## src/rtl/dpwm_ramp_ctrl_pkg.sv

```systemverilog
`default_nettype none
// ============================================================================
// Module      : dpwm_ctrl_pkg
// Description : Shared definitions for the DPWM sequencing controller.
//               Contains the FSM state encoding, the default data width and
//               the default ramp step and watchdog margin.
// Revision    : 1.0 - initial release
// ============================================================================
package dpwm_ctrl_pkg;

    // Default width of the duty, period and dead-time words
    localparam int unsigned c_default_width = 12;

    // Default duty increment per PWM period while ramping
    localparam logic [11:0] c_default_step = 12'd4;

    // Default watchdog slack, in hfclk cycles, beyond one period
    localparam logic [11:0] c_default_wd_margin = 12'd16;

    // State codes are visible on the state port, so they are fixed explicitly
    localparam logic [1:0] c_st_idle  = 2'd0;
    localparam logic [1:0] c_st_ramp  = 2'd1;
    localparam logic [1:0] c_st_run   = 2'd2;
    localparam logic [1:0] c_st_fault = 2'd3;

    typedef enum logic [1:0] {
        ST_IDLE  = c_st_idle,
        ST_RAMP  = c_st_ramp,
        ST_RUN   = c_st_run,
        ST_FAULT = c_st_fault
    } state_t;

endpackage
`default_nettype wire

```

## src/rtl/dpwm_ramp_ctrl_edge_det.sv

```systemverilog
`default_nettype none
// ============================================================================
// Module      : pwm_edge_det
// Description : Two-flop registered rising-edge detector on the PWM feedback.
//               Produces a one-cycle period-boundary pulse.
// Ports       : clk    - clock, rising edge
//               rst    - asynchronous active-high reset
//               i_pwm  - PWM feedback from the DPWM
//               o_bnd  - one-cycle pulse after a registered rising edge
// Revision    : 1.0 - initial release
// ============================================================================
module pwm_edge_det
    import dpwm_ctrl_pkg::*;
(
    input  logic clk,
    input  logic rst,
    input  logic i_pwm,
    output logic o_bnd
);

    logic r_pwm_q1;
    logic r_pwm_q2;

    always_ff @(posedge clk or posedge rst) begin
        if (rst) begin
            r_pwm_q1 <= 1'b0;
            r_pwm_q2 <= 1'b0;
        end else begin
            r_pwm_q1 <= i_pwm;
            r_pwm_q2 <= r_pwm_q1;
        end
    end

    // Both operands are registered, so the pulse is glitch-free
    assign o_bnd = r_pwm_q1 & ~r_pwm_q2;

endmodule
`default_nettype wire

```

## src/rtl/dpwm_ramp_ctrl.sv

```systemverilog
`default_nettype none
// ============================================================================
// Module      : dpwm_ramp_ctrl
// Description : Sequencing controller for the DPWM. Host configuration is
//               taken over valid/ready into shadow registers and committed at
//               PWM period boundaries; duty is soft-started by a per-period
//               ramp; a latched fault holds the DPWM in reset until cleared.
// Ports       : hfclk, reset            - clock / async active-high reset
//               enable, fault, fault_clr - run request, fault in, fault clear
//               cfg_valid/cfg_ready      - config handshake
//               cfg_d/fs/dt1/dt2         - requested duty, period, dead times
//               pwm                      - PWM feedback from the DPWM
//               d/fs/dt1/dt2, dpwm_rst   - registered DPWM drive
//               state                    - current state code
// Options     : DPWM_CTRL_WATCHDOG_EN - compiles in the stalled-PWM watchdog
// Revision    : 1.0 - initial release
// ============================================================================
module dpwm_ramp_ctrl
    import dpwm_ctrl_pkg::*;
#(
    parameter int unsigned      WIDTH     = c_default_width,
    parameter logic [WIDTH-1:0] STEP      = WIDTH'(c_default_step),
    parameter logic [WIDTH-1:0] WD_MARGIN = WIDTH'(c_default_wd_margin)
) (
    input  logic             hfclk,
    input  logic             reset,
    input  logic             enable,
    input  logic             fault,
    input  logic             fault_clr,
    input  logic             cfg_valid,
    output logic             cfg_ready,
    input  logic [WIDTH-1:0] cfg_d,
    input  logic [WIDTH-1:0] cfg_fs,
    input  logic [WIDTH-1:0] cfg_dt1,
    input  logic [WIDTH-1:0] cfg_dt2,
    input  logic             pwm,
    output logic [WIDTH-1:0] d,
    output logic [WIDTH-1:0] fs,
    output logic [WIDTH-1:0] dt1,
    output logic [WIDTH-1:0] dt2,
    output logic             dpwm_rst,
    output logic [1:0]       state
);

    // Duty target can never reach the period; a zero period forces zero duty
    function automatic logic [WIDTH-1:0] clamp_target(input logic [WIDTH-1:0] req_d,
                                                      input logic [WIDTH-1:0] req_fs);
        if (req_fs == '0)
            return '0;
        else if (req_d > (req_fs - WIDTH'(1)))
            return req_fs - WIDTH'(1);
        else
            return req_d;
    endfunction

    state_t           r_state, w_state_nxt;
    logic [WIDTH-1:0] r_d, w_d_nxt;
    logic             r_dpwm_rst, w_dpwm_rst_nxt;
    logic             r_cfg_ready;
    logic [WIDTH-1:0] r_fs, r_dt1, r_dt2, r_tgt;
    logic [WIDTH-1:0] r_sh_fs, r_sh_dt1, r_sh_dt2, r_sh_tgt;

    logic             w_bnd;
    logic             w_accept;
    logic             w_commit;
    logic             w_run_like;
    logic             w_wd_to;
    logic [WIDTH:0]   w_d_plus;
    logic [WIDTH-1:0] w_tgt_eff;
    logic [WIDTH-1:0] w_step_d;

    pwm_edge_det u_edge_det (
        .clk   (hfclk),
        .rst   (reset),
        .i_pwm (pwm),
        .o_bnd (w_bnd)
    );

    assign w_run_like = (r_state == ST_RAMP) || (r_state == ST_RUN);
    assign w_accept   = cfg_valid & r_cfg_ready;

    // cfg_ready low means a shadow word is pending. While running it waits for
    // a boundary, and loses to any higher-priority transition so the shadow
    // survives an enable drop. An accept on a boundary cycle cannot commit
    // there because the shadow is not yet pending.
    assign w_commit = ~r_cfg_ready &
                      (w_run_like ? (w_bnd & ~fault & enable & ~w_wd_to) : 1'b1);

    // Ramp arithmetic at WIDTH+1 bits so d+STEP never wraps
    assign w_d_plus  = {1'b0, r_d} + {1'b0, STEP};
    assign w_tgt_eff = w_commit ? r_sh_tgt : r_tgt;
    assign w_step_d  = (w_d_plus > {1'b0, w_tgt_eff}) ? w_tgt_eff : w_d_plus[WIDTH-1:0];

`ifdef DPWM_CTRL_WATCHDOG_EN
    logic [WIDTH:0] r_wd_cnt;
    logic [WIDTH:0] w_wd_inc;
    logic [WIDTH:0] w_wd_lim;

    assign w_wd_inc = r_wd_cnt + (WIDTH+1)'(1);
    assign w_wd_lim = {1'b0, r_fs} + {1'b0, WD_MARGIN};
    // Fires on the edge where the count would reach the limit
    assign w_wd_to  = w_run_like & ~w_bnd & (w_wd_inc >= w_wd_lim);

    always_ff @(posedge hfclk or posedge reset) begin
        if (reset)
            r_wd_cnt <= '0;
        else if (!w_run_like || w_bnd ||
                 (w_state_nxt == ST_RAMP && r_state != ST_RAMP))
            r_wd_cnt <= '0;
        else
            r_wd_cnt <= w_wd_inc;
    end
`else
    logic w_unused_wd_margin;
    assign w_unused_wd_margin = ^WD_MARGIN;
    assign w_wd_to = 1'b0;
`endif

    always_comb begin
        w_state_nxt    = r_state;
        w_d_nxt        = r_d;
        w_dpwm_rst_nxt = r_dpwm_rst;
        if (fault) begin
            w_state_nxt    = ST_FAULT;
            w_d_nxt        = '0;
            w_dpwm_rst_nxt = 1'b1;
        end else begin
            case (r_state)
                ST_IDLE: begin
                    w_d_nxt        = '0;
                    w_dpwm_rst_nxt = 1'b1;
                    if (enable && r_fs != '0) begin
                        w_state_nxt    = ST_RAMP;
                        w_dpwm_rst_nxt = 1'b0;
                    end
                end
                ST_RAMP, ST_RUN: begin
                    if (w_wd_to || (w_commit && r_sh_fs == '0)) begin
                        w_state_nxt    = ST_FAULT;
                        w_d_nxt        = '0;
                        w_dpwm_rst_nxt = 1'b1;
                    end else if (!enable) begin
                        w_state_nxt    = ST_IDLE;
                        w_d_nxt        = '0;
                        w_dpwm_rst_nxt = 1'b1;
                    end else if (r_state == ST_RAMP) begin
                        w_dpwm_rst_nxt = 1'b0;
                        // Stepping against the new target also pulls d down
                        // when a commit lowers it below the current duty
                        if (w_bnd)
                            w_d_nxt = w_step_d;
                        else if (r_d == r_tgt)
                            w_state_nxt = ST_RUN;
                    end else begin
                        w_dpwm_rst_nxt = 1'b0;
                        if (w_commit) begin
                            if ({1'b0, r_sh_tgt} <= w_d_plus)
                                w_d_nxt = r_sh_tgt;
                            else
                                w_state_nxt = ST_RAMP;
                        end
                    end
                end
                ST_FAULT: begin
                    w_d_nxt        = '0;
                    w_dpwm_rst_nxt = 1'b1;
                    if (fault_clr)
                        w_state_nxt = ST_IDLE;
                end
                default: begin
                    w_state_nxt    = ST_IDLE;
                    w_d_nxt        = '0;
                    w_dpwm_rst_nxt = 1'b1;
                end
            endcase
        end
    end

    always_ff @(posedge hfclk or posedge reset) begin
        if (reset) begin
            r_state     <= ST_IDLE;
            r_d         <= '0;
            r_dpwm_rst  <= 1'b1;
            r_cfg_ready <= 1'b1;
            r_fs        <= '0;
            r_dt1       <= '0;
            r_dt2       <= '0;
            r_tgt       <= '0;
            r_sh_fs     <= '0;
            r_sh_dt1    <= '0;
            r_sh_dt2    <= '0;
            r_sh_tgt    <= '0;
        end else begin
            r_state    <= w_state_nxt;
            r_d        <= w_d_nxt;
            r_dpwm_rst <= w_dpwm_rst_nxt;
            if (w_accept) begin
                r_sh_fs     <= cfg_fs;
                r_sh_dt1    <= cfg_dt1;
                r_sh_dt2    <= cfg_dt2;
                r_sh_tgt    <= clamp_target(cfg_d, cfg_fs);
                r_cfg_ready <= 1'b0;
            end else if (w_commit) begin
                r_fs        <= r_sh_fs;
                r_dt1       <= r_sh_dt1;
                r_dt2       <= r_sh_dt2;
                r_tgt       <= r_sh_tgt;
                r_cfg_ready <= 1'b1;
            end
        end
    end

    assign d         = r_d;
    assign fs        = r_fs;
    assign dt1       = r_dt1;
    assign dt2       = r_dt2;
    assign dpwm_rst  = r_dpwm_rst;
    assign cfg_ready = r_cfg_ready;
    assign state     = r_state;

endmodule
`default_nettype wire
```

## config.mk

```make
export PLATFORM = sky130hd
export DESIGN_NAME = dpwm_ramp_ctrl
export DESIGN_NICKNAME = d
export VERILOG_FILES = /design/src/rtl/dpwm_ramp_ctrl_pkg.sv /design/src/rtl/dpwm_ramp_ctrl_edge_det.sv /design/src/rtl/dpwm_ramp_ctrl.sv
export SDC_FILE = /design/constraint.sdc
export NUM_CORES = 1
export LEC_CHECK = 0
export CAP_MARGIN = 10
export CORE_MARGIN = 5
export CORE_UTILIZATION = 58
export CTS_CLUSTER_SIZE = 10
export DETAILED_ROUTE_END_ITERATION = 16
export GPL_TIMING_DRIVEN = 0
export PLACE_DENSITY_LB_ADDON = 0.08
export SKIP_LAST_GASP = 1
export SYNTH_ARGS = -nofsm -noshare
export SYNTH_HDL_FRONTEND = slang
export SYNTH_HIERARCHICAL = 1
export SYNTH_SLANG_ARGS = --single-unit
```

## constraint.sdc

```tcl
create_clock -name hfclk -period 10.5 [get_ports hfclk]
set_input_delay 1.575 -clock hfclk [delete_from_list [all_inputs] [get_ports hfclk]]
set_output_delay 1.575 -clock hfclk [all_outputs]
set_load 0.01 [all_outputs]
```

; ---- After elaboration in Yosys (flattened, before gate mapping)
; Cells that the tools add are included.
[classes]
n_eq_ne = 12
n_addsub = 2
order_cmp = 3
bitwise_logic = 9
n_reduce_logical = 13
muxes = 31
[ops]
columns = cell, count
row1 = 2-to-1 mux 12 bit, 11
row2 = "inequality test 6 bit, second input constant", 6
row3 = zero test 12 bit, 2
row4 = case mux 12 bit (2 select lines), 1
row5 = 2-to-1 mux 2 bit, 10
row6 = "adder 12 x 3 -> 13 bit, second input constant", 1
row7 = > comparator 13 x 12 -> 1 bit, 1
row8 = less-or-equal comparator 12 x 13 -> 1 bit, 1
row9 = equality test 12 bit, 1
row10 = > comparator 12 bit, 1
row11 = nonzero test 12 bit, 1
row12 = "subtractor 12 x 1 -> 12 bit, second input constant", 1
row13 = 2-to-1 mux 1 bit, 7
row14 = "inequality test 3 bit, second input constant", 2
row15 = case mux 2 bit (3 select lines), 1
row16 = AND reduction 6 bit, 1
row17 = bitwise AND 1 bit, 5
row18 = "equality test 2 bit, second input constant", 2
row19 = NOT 1 bit, 4
row20 = OR reduction 2 bit, 2
row21 = case mux 1 bit (3 select lines), 1
row22 = AND reduction 3 bit, 1
row23 = "equality test 2 x 1 -> 1 bit, second input constant", 1
row24 = logical AND 1 bit, 2
row25 = other kinds (4), 4
[totals]
regBits = 114

; ---- Logic depth before layout (Yosys ltp)
; Gate-level depths: netlist of run 1.
[depth]
word_depth = 15
mapped_depth = 16
ltp_nobuf = 15

; ---- Cells and area by module
; Netlist of run 1, hierarchy kept.
[modules_own_cells]
columns = module, instances, cells_each, area_each_um2
row1 = dpwm_ramp_ctrl, 1, 558, 6164.7
row2 = pwm_edge_det, 1, 4, 67.6

; ---- Worst setup path after synthesis of run 1
; No wires, ideal clock.
[synth_timing]
kind = input -> register
startpoint = in fault
endpoint = reg r_d[3] (netlist: d[3])
slack_ps = 5778
t_required_ps = 10410
arrival_time_ps = 4632
cell_stages = 14
cell_sequence = nand3b_1 > a21oi_2 > clkbuf_1 > clkbuf_1 > mux2i_1 > ha_1 > nand2_1 > a2111o_1 > o211a_1 > o311ai_1 > o21ai_2 > nand2b_4 > buf_6 > o221ai_1
[synth_via]
elab_chain_cells = 14
[synth_lines]
columns = element, line_no
row1 = start: declaration, dpwm_ramp_ctrl.sv:28  ; input logic fault,
row2 = NOT 1 bit, dpwm_ramp_ctrl.sv:87  ; (w_run_like ? (w_bnd & ~fault & enable & ~w_wd_to) : 1'b1);
row3 = bitwise AND 1 bit (2 in a row), dpwm_ramp_ctrl.sv:87
row4 = 2-to-1 mux 1 bit, dpwm_ramp_ctrl.sv:87
row5 = bitwise AND 1 bit, dpwm_ramp_ctrl.sv:86  ; assign w_commit = ~r_cfg_ready &
row6 = 2-to-1 mux 12 bit, -
row7 = > comparator 13 x 12 -> 1 bit, dpwm_ramp_ctrl.sv:92  ; assign w_step_d = (w_d_plus > {1'b0, w_tgt_eff}) ? w_tgt_eff : w_d_plus[WIDTH-1:0];
row8 = 2-to-1 mux 12 bit, dpwm_ramp_ctrl.sv:92
row9 = 2-to-1 mux 12 bit, dpwm_ramp_ctrl.sv:150  ; if (w_bnd)
row10 = 2-to-1 mux 12 bit, dpwm_ramp_ctrl.sv:146  ; end else if (r_state == ST_RAMP) begin
row11 = 2-to-1 mux 12 bit, dpwm_ramp_ctrl.sv:142  ; end else if (!enable) begin
row12 = 2-to-1 mux 12 bit, dpwm_ramp_ctrl.sv:138  ; if (w_wd_to || (w_commit && r_sh_fs == '0)) begin
row13 = case mux 12 bit (2 select lines), dpwm_ramp_ctrl.sv:128  ; case (r_state)
row14 = 2-to-1 mux 12 bit, dpwm_ramp_ctrl.sv:123  ; if (fault) begin
row15 = end signal: assignment, dpwm_ramp_ctrl.sv:195  ; r_d <= w_d_nxt;
row16 = end: declaration, dpwm_ramp_ctrl.sv:57  ; logic [WIDTH-1:0] r_d, w_d_nxt;
; Parallel ways exist; a longest one is shown, timed or not. The select of a mux whose other input is x is not followed.
; A chain may end at the register's enable or synchronous reset.

; ---- Worst setup path after layout of run 1
; Same ends and word-level chain as after synthesis.

==> results.json, run 1 <==
{
  "cts-buffers-inserted": 17,
  "core.rowCount": 37,
  "synth.area.top_cells": "dfrtp_1, mux2_2, ha_1, mux2i_1, xor2_1",
  "grt_first_pass_wirelength_um": 26800,
  "antenna_found_initial": 0,
  "setup-violations-final": 0,
  "io_buffers": 106,
  "routed_wl_um": 16200,
  "async_reset_ff_frac": 1.00,
  "drive_above_1_share": 0.171,
  "fp.dieH_um": 114,
  "required_ps": 10930,
  "clock-sinks": 114,
  "start_util": 0.598,
  "die_w_um": 114,
  "rsz0062_at_grt": "no",
  "detail_route.wl_per_cell_um": 19.4,
  "period_needed_ps": 5810,
  "maxSlewViolCount": 0,
  "hold_class": "reg -> reg",
  "post-cts-setup-buffers": 0,
  "gp_congestion": 0.971,
  "irDropWorstVdd_mv": 0.190,
  "synth-edff-count": 0,
  "clk_pin_slew_ps": 60,
  "p_leak_nw": 3.53,
  "drc": 0,
  "crit_fanout": 10,
  "fin_nets": 780,
  "synthToLayoutAreaGrowth_pct": 29.6,
  "hold_viol_final": 0,
  "r2r_cells": 16,
  "worst_ep_arrival_time_ps": 6240,
  "h-tree-depth": 4,
  "syn-instance-count": 562,
  "num_io_pins": 107,
  "grt_overflow": 0,
  "fin_skew_ps": 7.75,
  "die-area_sq_mm": 0.0129,
  "ys_warn_count": 6,
  "worstSetupStartpointType": "primary input",
  "cts_tree": "yes",
  "maxCapViolCount": 0,
  "setup-tns-final_ps": 0,
  "synth_area_leader_cell": "dfrtp_1",
  "hold_depth": 0,
  "synth.distinct_cells": 58,
  "synth_area_per_cell_sq_um": 11.1,
  "path_cells": "clkdlybuf4s50_1, nand3b_1, a21oi_2, clkbuf_1, clkbuf_1, mux2i_1, ha_1, nand2_1, a2111o_1, o211a_1, o311ai_1, o21ai_2, nand2b_4, buf_6, o221ai_1",
  "yosysSeqAreaShare": 0.458,
  "cp-end-kind": "flip-flop",
  "ant_nets": 0,
  "first_global_vias": 5201,
  "timing.fmax_mhz": 172,
  "ys_ff_latch": 114,
  "slew-limit-headroom": 0.344,
  "finalCritPeriodShare": 0.553,
  "vias": 4845,
  "crit_type": "in -> reg",
  "vias_per_cell": 5.79,
  "crit_slowest_cell": "clkbuf_1",
  "status": "finished clean",
  "crit_top_cell": "clkbuf_1",
  "hpwlAfterDp_um": 12100,
  "worst_slew_pin_slew_ps": 972,
  "netlist_area_sq_mm": 0.00623,
  "cts_resized": 0,
  "grt_max_degree": 62,
  "nFillCells": 702,
  "num_antenna_cells": 0,
  "synthesis.nets": 654,
  "final_core_util": 0.775,
  "cp_slowest_stage_delay_ps": 600,
  "synth_ff_type": "dfrtp_1",
  "first_iter_violations": 383,
  "clock_latency_ps": 530,
  "p_per_area_mw_per_mm2": 295,
  "cts_max_path_buffers": 2,
  "cts_hold_buffers": 0,
  "synth_top_area_frac": 0.450,
  "dr.pass1.iters": 5,
  "root_buffer": "clkbuf_8",
  "core_sq_mm": 0.0104,
  "grtUsageTotal": 0.268
}
## per-stage QoR
| step | std cells | hold WS [ps] | instance area [sq um] | total power (W) | worst slack [ps] |
|---|---|---|---|---|---|
| final | 837 | 405 | 8080 | 0.00239 | 4690 |
| after global routing | 837 | 424 | 8080 | 0.00254 | 4350 |
| after CTS | 837 | 413 | 8080 | 0.00240 | 4680 |
| after detailed placement | 805 | 402 | 7490 | 0.00181 | 4250 |
| after global placement | 804 | 370 | 7460 | 0.00176 | 4240 |
| after floorplan | 562 | 354 | 6230 | 0.00140 | 5780 |
## layer usage
layer	part of all wire	track usage	routed length, um	up-vias
li1	-	-	-	2279
met1	0.40	0.318	6480	2387
met2	0.50	0.448	8170	148
met3	0.073	0.0875	1180	31
met4	0.025	0.116	408	0
met5	0	0	0	-
## worst paths after layout
kind | end | startpoint | slack (ps)
setup reg to reg | d[3] | state[0] | 5580
min in group asynchronous | u_edge_det/r_pwm_q2 | reset | 1290
hold reg to reg | u_edge_det/r_pwm_q2 | u_edge_det/r_pwm_q1 | 400
setup / recovery | d[3] | fault | 4690
hold / removal | u_edge_det/r_pwm_q2 | u_edge_det/r_pwm_q1 | 400
max in group asynchronous | dpwm_rst | reset | 8210
## worst max-delay path, delay by kind of cell
family          cells  cell delay [ps]
buf+inv             4             1860
compound gates      6             1610
simple gates        3              520
fa+ha+maj           1              390
mux                 1              270
## Yosys cell counts, types with 2 or more instances
cell	count
nor4_1	12
xor2_1	18
a21o_1	5
or4_1	2
nand4_1	8
o31ai_1	10
clkbuf_1	14
buf_2	3
a2111oi_0	2
o221ai_1	12
a21oi_1	9
xnor2_1	12
or3_1	2
mux2i_1	19
and3_1	4
nor3_1	7
buf_1	3
nor3b_1	4
nor2b_1	10
nand2_1	35
ha_1	37
or2_2	2
nor2_1	25
o21ai_0	10
nand3_1	11
o211ai_1	3
a31oi_1	5
nand2b_1	3
a211o_1	2
inv_1	33
o21a_1	8
and2_1	21
dfstp_2	2
mux2_2	74
dfrtp_1	112
## state kept, by name, indices dropped and copies added, names as in the netlist, named ones only
signal and count:
r_sh_dt2 12, r_sh_tgt 12, fs 12, r_sh_dt1 12
state 2, dt2 12, u_edge_det/r_pwm_q2 1, dt1 12
d 12, cfg_ready 1, dpwm_rst 1, r_tgt 11
r_sh_fs 12, u_edge_det/r_pwm_q1 1
## layout by cell type, fill, tap and decap left out, drive strengths merged, types with 12 or more instances in the layout
| cell | n |
|---|---|
| and2 | 21 |
| clkbuf | 34 |
| clkdlybuf4s50 | 106 |
| dfrtp | 112 |
| ha | 37 |
| inv | 35 |
| mux2 | 74 |
| mux2i | 19 |
| nand2 | 36 |
| nor2 | 25 |
| nor4 | 12 |
| o221ai | 12 |
| xnor2 | 12 |
| xor2 | 18 |
## report_power, final
group	total (W)	internal [W]	switching, W
Clock	0.000570	0.000361	0.000209
Combinational	0.00101	0.000527	0.000484
Sequential	0.000804	0.000648	0.000156
## final cells by class
class	instances	area (sq um)	share of cell area
Clock inverter	13	160	0.0198
Timing Repair Buffer	107	1090	0.135
Buffer	22	95.1	0.0118
Clock buffer	19	422	0.0522
Multi-Input combinational cell	393	3160	0.391
Tap cell	136	170	0.0211
Sequential cell	114	2860	0.354
Inverter	33	126	0.0156
## cells by family (layout without fill, tap and decap cells)
group / count (synthesis) / after routing / share of synthesized area
mux: 93 / 93 / 0.164
flops: 114 / 114 / 0.458
simple gates: 155 / 155 / 0.134
fa+ha+maj: 37 / 37 / 0.0743
compound gates: 78 / 78 / 0.0918
buf+inv: 55 / 194 / 0.0351
xor+xnor: 30 / 30 / 0.0422
No activity file was read; power rests on OpenSTA's default activity.
==> inputs of run 2 (changes only) <==
- CORE_UTILIZATION: 58 -> 54
- clock period: 10.5 -> 5.4 ns (I/O delays scaled with it)
==> results.json, run 2 (synthesis gave the netlist of run 1 again) <==
{
  "combPwrFrac": 0.415,
  "ff_latch_area_sq_mm": 0.00286,
  "worstSetupStartpoint": "fault",
  "root_buffer": "clkbuf_16",
  "clock-sinks": 114,
  "cts_max_path_buffers": 2,
  "grtUsageTotal": 0.237,
  "worst_slew_pin_slew_ps": 929,
  "h-tree-depth": 4,
  "crit_type": "in -> reg",
  "p_per_area_mw_per_mm2": 577,
  "grt_max_degree": 74,
  "status": "finished clean",
  "fin_nets": 780,
  "hold_viol_final": 0,
  "ant_nets": 0,
  "start_util": 0.548,
  "hold_class": "reg -> reg",
  "pre_cts_ws_ps": -117,
  "num_antenna_cells": 0,
  "drc": 0,
  "fin_skew_ps": 8.03,
  "cts-buffers-inserted": 17,
  "core_sq_mm": 0.0114,
  "worstSetupStartpointType": "primary input",
  "maxSlewViolCount": 0,
  "multiInputGateArea_sq_mm": 0.00316,
  "core.rowCount": 39,
  "cts_resized": 0,
  "die-area_sq_mm": 0.0138,
  "first_global_vias": 5117,
  "reg2reg_slack_ps": 500,
  "routed_wl_um": 16000,
  "detail_route.wl_per_cell_um": 19.0,
  "required_ps": 5720,
  "internal-power_w": 0.00304,
  "hpwlAfterDp_um": 12000,
  "clk_pin_slew_ps": 60,
  "slew-limit-headroom": 0.380,
  "dr.pass1.iters": 5,
  "finalCritPeriodShare": 0.952,
  "die_w_um": 117,
  "final_core_util": 0.715,
  "layout_commonest_cell": "dfrtp_1",
  "clock_latency_ps": 410,
  "maxCapViolCount": 0,
  "power_switching_share": 0.352,
  "synthToLayoutAreaGrowth_pct": 30.4,
  "timing.rr.end": "d[7]",
  "first_iter_violations": 366,
  "cts_tree": "yes",
  "p_switching_w": 0.00165,
  "cp-end-kind": "flip-flop",
  "seqPwrFrac": 0.334,
  "layout_common_cells": "dfrtp_1, clkdlybuf4s50_1, mux2_2, ha_1, nand2_1",
  "vias_per_cell": 5.74,
  "grt_overflow": 0,
  "p_leak_nw": 3.54,
  "vias": 4846,
  "finalPower_w": 0.00469,
  "fp.dieH_um": 117,
  "r2r_cells": 16,
  "gp_congestion": 0.939,
  "crit_end": "d[7]",
  "period_needed_ps": 5140,
  "drive_above_1_share": 0.174,
  "hold_slack_ps": 392,
  "irDropWorstVdd_mv": 0.397,
  "clkPwrFrac": 0.251,
  "fin_ws_ps": 259,
  "antenna_found_initial": 0,
  "num_io_pins": 107,
  "io_buffers": 106,
  "setup-violations-final": 0,
  "worst_ep_arrival_time_ps": 5460,
  "rsz0062_at_grt": "no",
  "timing.fmax_mhz": 195,
  "grt_first_pass_wirelength_um": 26300,
  "post-cts-setup-buffers": 0,
  "r2r_start": "state[0]",
  "crit_fanout": 10,
  "nFillCells": 820,
  "cts_hold_buffers": 0
}
run 2: power by group through the flow:
stage / Clock, W / Sequential (W) / Combinational, W
5_1_grt: 0.00124 / 0.00162 / 0.00213
4_1_cts: 0.00119 / 0.00156 / 0.00196
3_5_place_dp: 0 / 0.00157 / 0.00194
2_1_floorplan: 0 / 0.00156 / 0.00117
6_report: 0.00118 / 0.00157 / 0.00195
3_3_place_gp: 0 / 0.00154 / 0.00190
run 2: stage by stage:
stage	TNS [ps]	cells	instance area (sq um)
floorplan	0	562	6230
global placement	-1250	811	7470
detailed placement	-716	812	7500
CTS	0	844	8130
global route	0	844	8130
finish	0	844	8130
run 2: critical path: stages:
cell	delay (ps)
clkdlybuf4s50_1	520
nand3b_1	270
a21oi_2	370
clkbuf_1	580
clkbuf_1	610
mux2i_1	260
ha_1	390
nand2_1	60
a2111o_1	390
o211a_1	120
o311ai_1	380
o21ai_2	170
nand2b_4	190
buf_6	160
o221ai_1	180
run 2: worst min path at each step:
stage | start | end | depth (start not counted)
CTS | u_edge_det/r_pwm_q1 | u_edge_det/r_pwm_q2 | 0
global route | u_edge_det/r_pwm_q1 | u_edge_det/r_pwm_q2 | 0
floorplan | u_edge_det/r_pwm_q1 | u_edge_det/r_pwm_q2 | 0
global placement | u_edge_det/r_pwm_q1 | u_edge_det/r_pwm_q2 | 0
detailed placement | u_edge_det/r_pwm_q1 | u_edge_det/r_pwm_q2 | 0
finish | u_edge_det/r_pwm_q1 | u_edge_det/r_pwm_q2 | 0
run 2: metal layers:
metal  part of all wire  routed length, um  track usage
met1               0.41               6640        0.287
met2               0.50               7980        0.397
met3              0.065               1030       0.0770
met4              0.022                360       0.0812
met5                  0                  0            0
run 2: final cells by class:
| class | instances | area share |
|---|---|---|
| Multi-Input combinational cell | 393 | 0.389 |
| Clock inverter | 13 | 0.0212 |
| Inverter | 33 | 0.0155 |
| Timing Repair Buffer | 107 | 0.134 |
| Clock buffer | 19 | 0.0557 |
| Buffer | 22 | 0.0117 |
| Sequential cell | 114 | 0.351 |
| Tap cell | 143 | 0.0220 |
==> RTL change (config.mk and constraints of run 2) <==
The option `DPWM_CTRL_WATCHDOG_EN` is turned on by a define.
--- a/src/rtl/dpwm_ramp_ctrl.sv
+++ b/src/rtl/dpwm_ramp_ctrl.sv
@@ -15,6 +15,8 @@
 // Options     : DPWM_CTRL_WATCHDOG_EN - compiles in the stalled-PWM watchdog
 // Revision    : 1.0 - initial release
 // ============================================================================
+`define DPWM_CTRL_WATCHDOG_EN
+
 module dpwm_ramp_ctrl
     import dpwm_ctrl_pkg::*;
 #(
Behaviour: same outputs for any inputs over 4 cycles, from zero or initial values and one cycle with reset high; that may be too few to reach the edited logic, so the function may still have changed.
==> RTL change against run 2 <==
- non-clock buffer count increased by 1
- synthesized area increased by 15%
- critical path depth shrank 1
- sequential cell count rose by 13
- fmax grew 9.9%
- highest routed layer unchanged
- worst setup slack improved by 0.46 ns
- count of clock-buffer cells in the layout up 1
- routed wire length grew 6.7%
- hold slack got worse by 0.0073 ns
- total power grew 1.1%
- cell area is 12% higher
==> RTL change: results (changes against run 2) <==
wl_met2_um: 8250  # +3.4%
nets: 912  # +17%
first_global_vias: 5771  # +13%
wl_met1_um: 7300  # +10%
syn_avg_cell_area_um2: 10.6  # -4.0%
async_flop_share: 1.00  # unchanged
post-place-ws_ns: 0.301  # +0.418 ns
clock_skew_ns: 0.00728  # -0.000750 ns
syn_nets: 786  # +20%
path_clk_slew_ns: 0.05
leakage_nw: 4.10  # +16%
peakVddDrop_uv: 302  # -24%
top_register: "r_wd_cnt"
synth-seq-area-share: 0.443  # -0.0154
worst_path_largest_cell_delay_ns: 0.56  # -0.05 ns
wl_met3_um: 1140  # +11%
gr-usage-met2: 0.365  # -0.0324
grt_use_met3: 0.0721  # -0.00493
post_cts_buffers: 0  # unchanged
synthTopCellsByCount: "dfrtp_1, mux2_2, nand2_1"
grtUsageMet1: 0.286  # -0.000871
status: "complete, no violations"
instances_no_fill: 990  # +17%
tightest_slew_ns: 0.702  # -0.227 ns
hpwlAfterDp_um: 13100  # +9.3%
yosysWarnings: 6  # unchanged
dr.max_layer_used: "met4"
drt-wirelength-per-cell_um: 17.2  # -9.1%
place_inst: 958  # +18%
hold_viol: 0  # unchanged
gp_congestion: 0.910  # -3.2%
clock_path_buffers: 2  # unchanged
numCtsBuffers: 17  # unchanged
grt_pass1_wl_um: 28800  # +9.2%
synth_cell_types: 53  # -8.6%
grt_util_all_layers: 0.226  # -0.0116
place_area_um2: 8500  # +13%
drt_iter0_markers: 328  # -10%
cts-root-buf: "clkbuf_16"
synth_area_leaders: "dfrtp_1, mux2_2, ha_1, xnor2_1, nand2_1"
antenna_found_initial: 0  # unchanged
io_buffers: 106  # unchanged
vias_per_cell: 5.54  # -3.5%
firstDrtPassIters: 5  # unchanged
crit_slowest_cell: "clkdlybuf4s50_1"
grt_max_degree: 98  # +32%
layout-drive-gt1-share: 0.139  # -0.0352
==> RTL change: kinds of logic after synthesis <==
family / Yosys count / share of synthesized area
AO/OA/AOI/OAI: 97 / 0.0914
XOR/XNOR: 47 / 0.0573
adder cells (fa/ha/maj): 56 / 0.0975
buffers and inverters: 63 / 0.0352
flip-flops: 127 / 0.443
multiplexers: 89 / 0.136
AND/OR/NAND/NOR: 196 / 0.140
==> RTL change: layout make-up <==
class                           instances  area, um2
Clock buffer                           20        447
Fill cell                            1013       4060
Timing Repair Buffer                  107       1090
Multi-Input combinational cell        485       3750
Buffer                                 23        103
Clock inverter                         12        138
Tap cell                              176        220
Sequential cell                       127       3180
Inverter                               40        155
==> RTL change: path summary, 6_finish.rpt <==
kind | slack, ns | end | cells past startpoint | startpoint
hold / removal | 0.38 | u_edge_det/r_pwm_q2 | 0 | u_edge_det/r_pwm_q1
setup / recovery | 0.72 | d[8] | 14 | fault
hold reg to reg | 0.38 | u_edge_det/r_pwm_q2 | 0 | u_edge_det/r_pwm_q1
min in group asynchronous | 0.67 | u_edge_det/r_pwm_q2 | 2 | reset
max in group asynchronous | 3.87 | cfg_ready | 3 | reset
setup reg to reg | 1.00 | d[8] | 15 | state[0]
==> RTL change: report_power, final <==
part           total (mW)  internal, mW  switching (mW)
clock                1.12         0.694           0.422
combinational        1.93          1.01           0.926
sequential           1.69          1.35           0.338
==> RTL change: worst max-delay path, delay by kind of cell <==
family	cells	cell delay, ns
buffers and inverters	4	1.55
AO/OA/AOI/OAI	4	1.12
AND/OR/NAND/NOR	3	0.78
multiplexers	2	0.35
adder cells (fa/ha/maj)	1	0.35
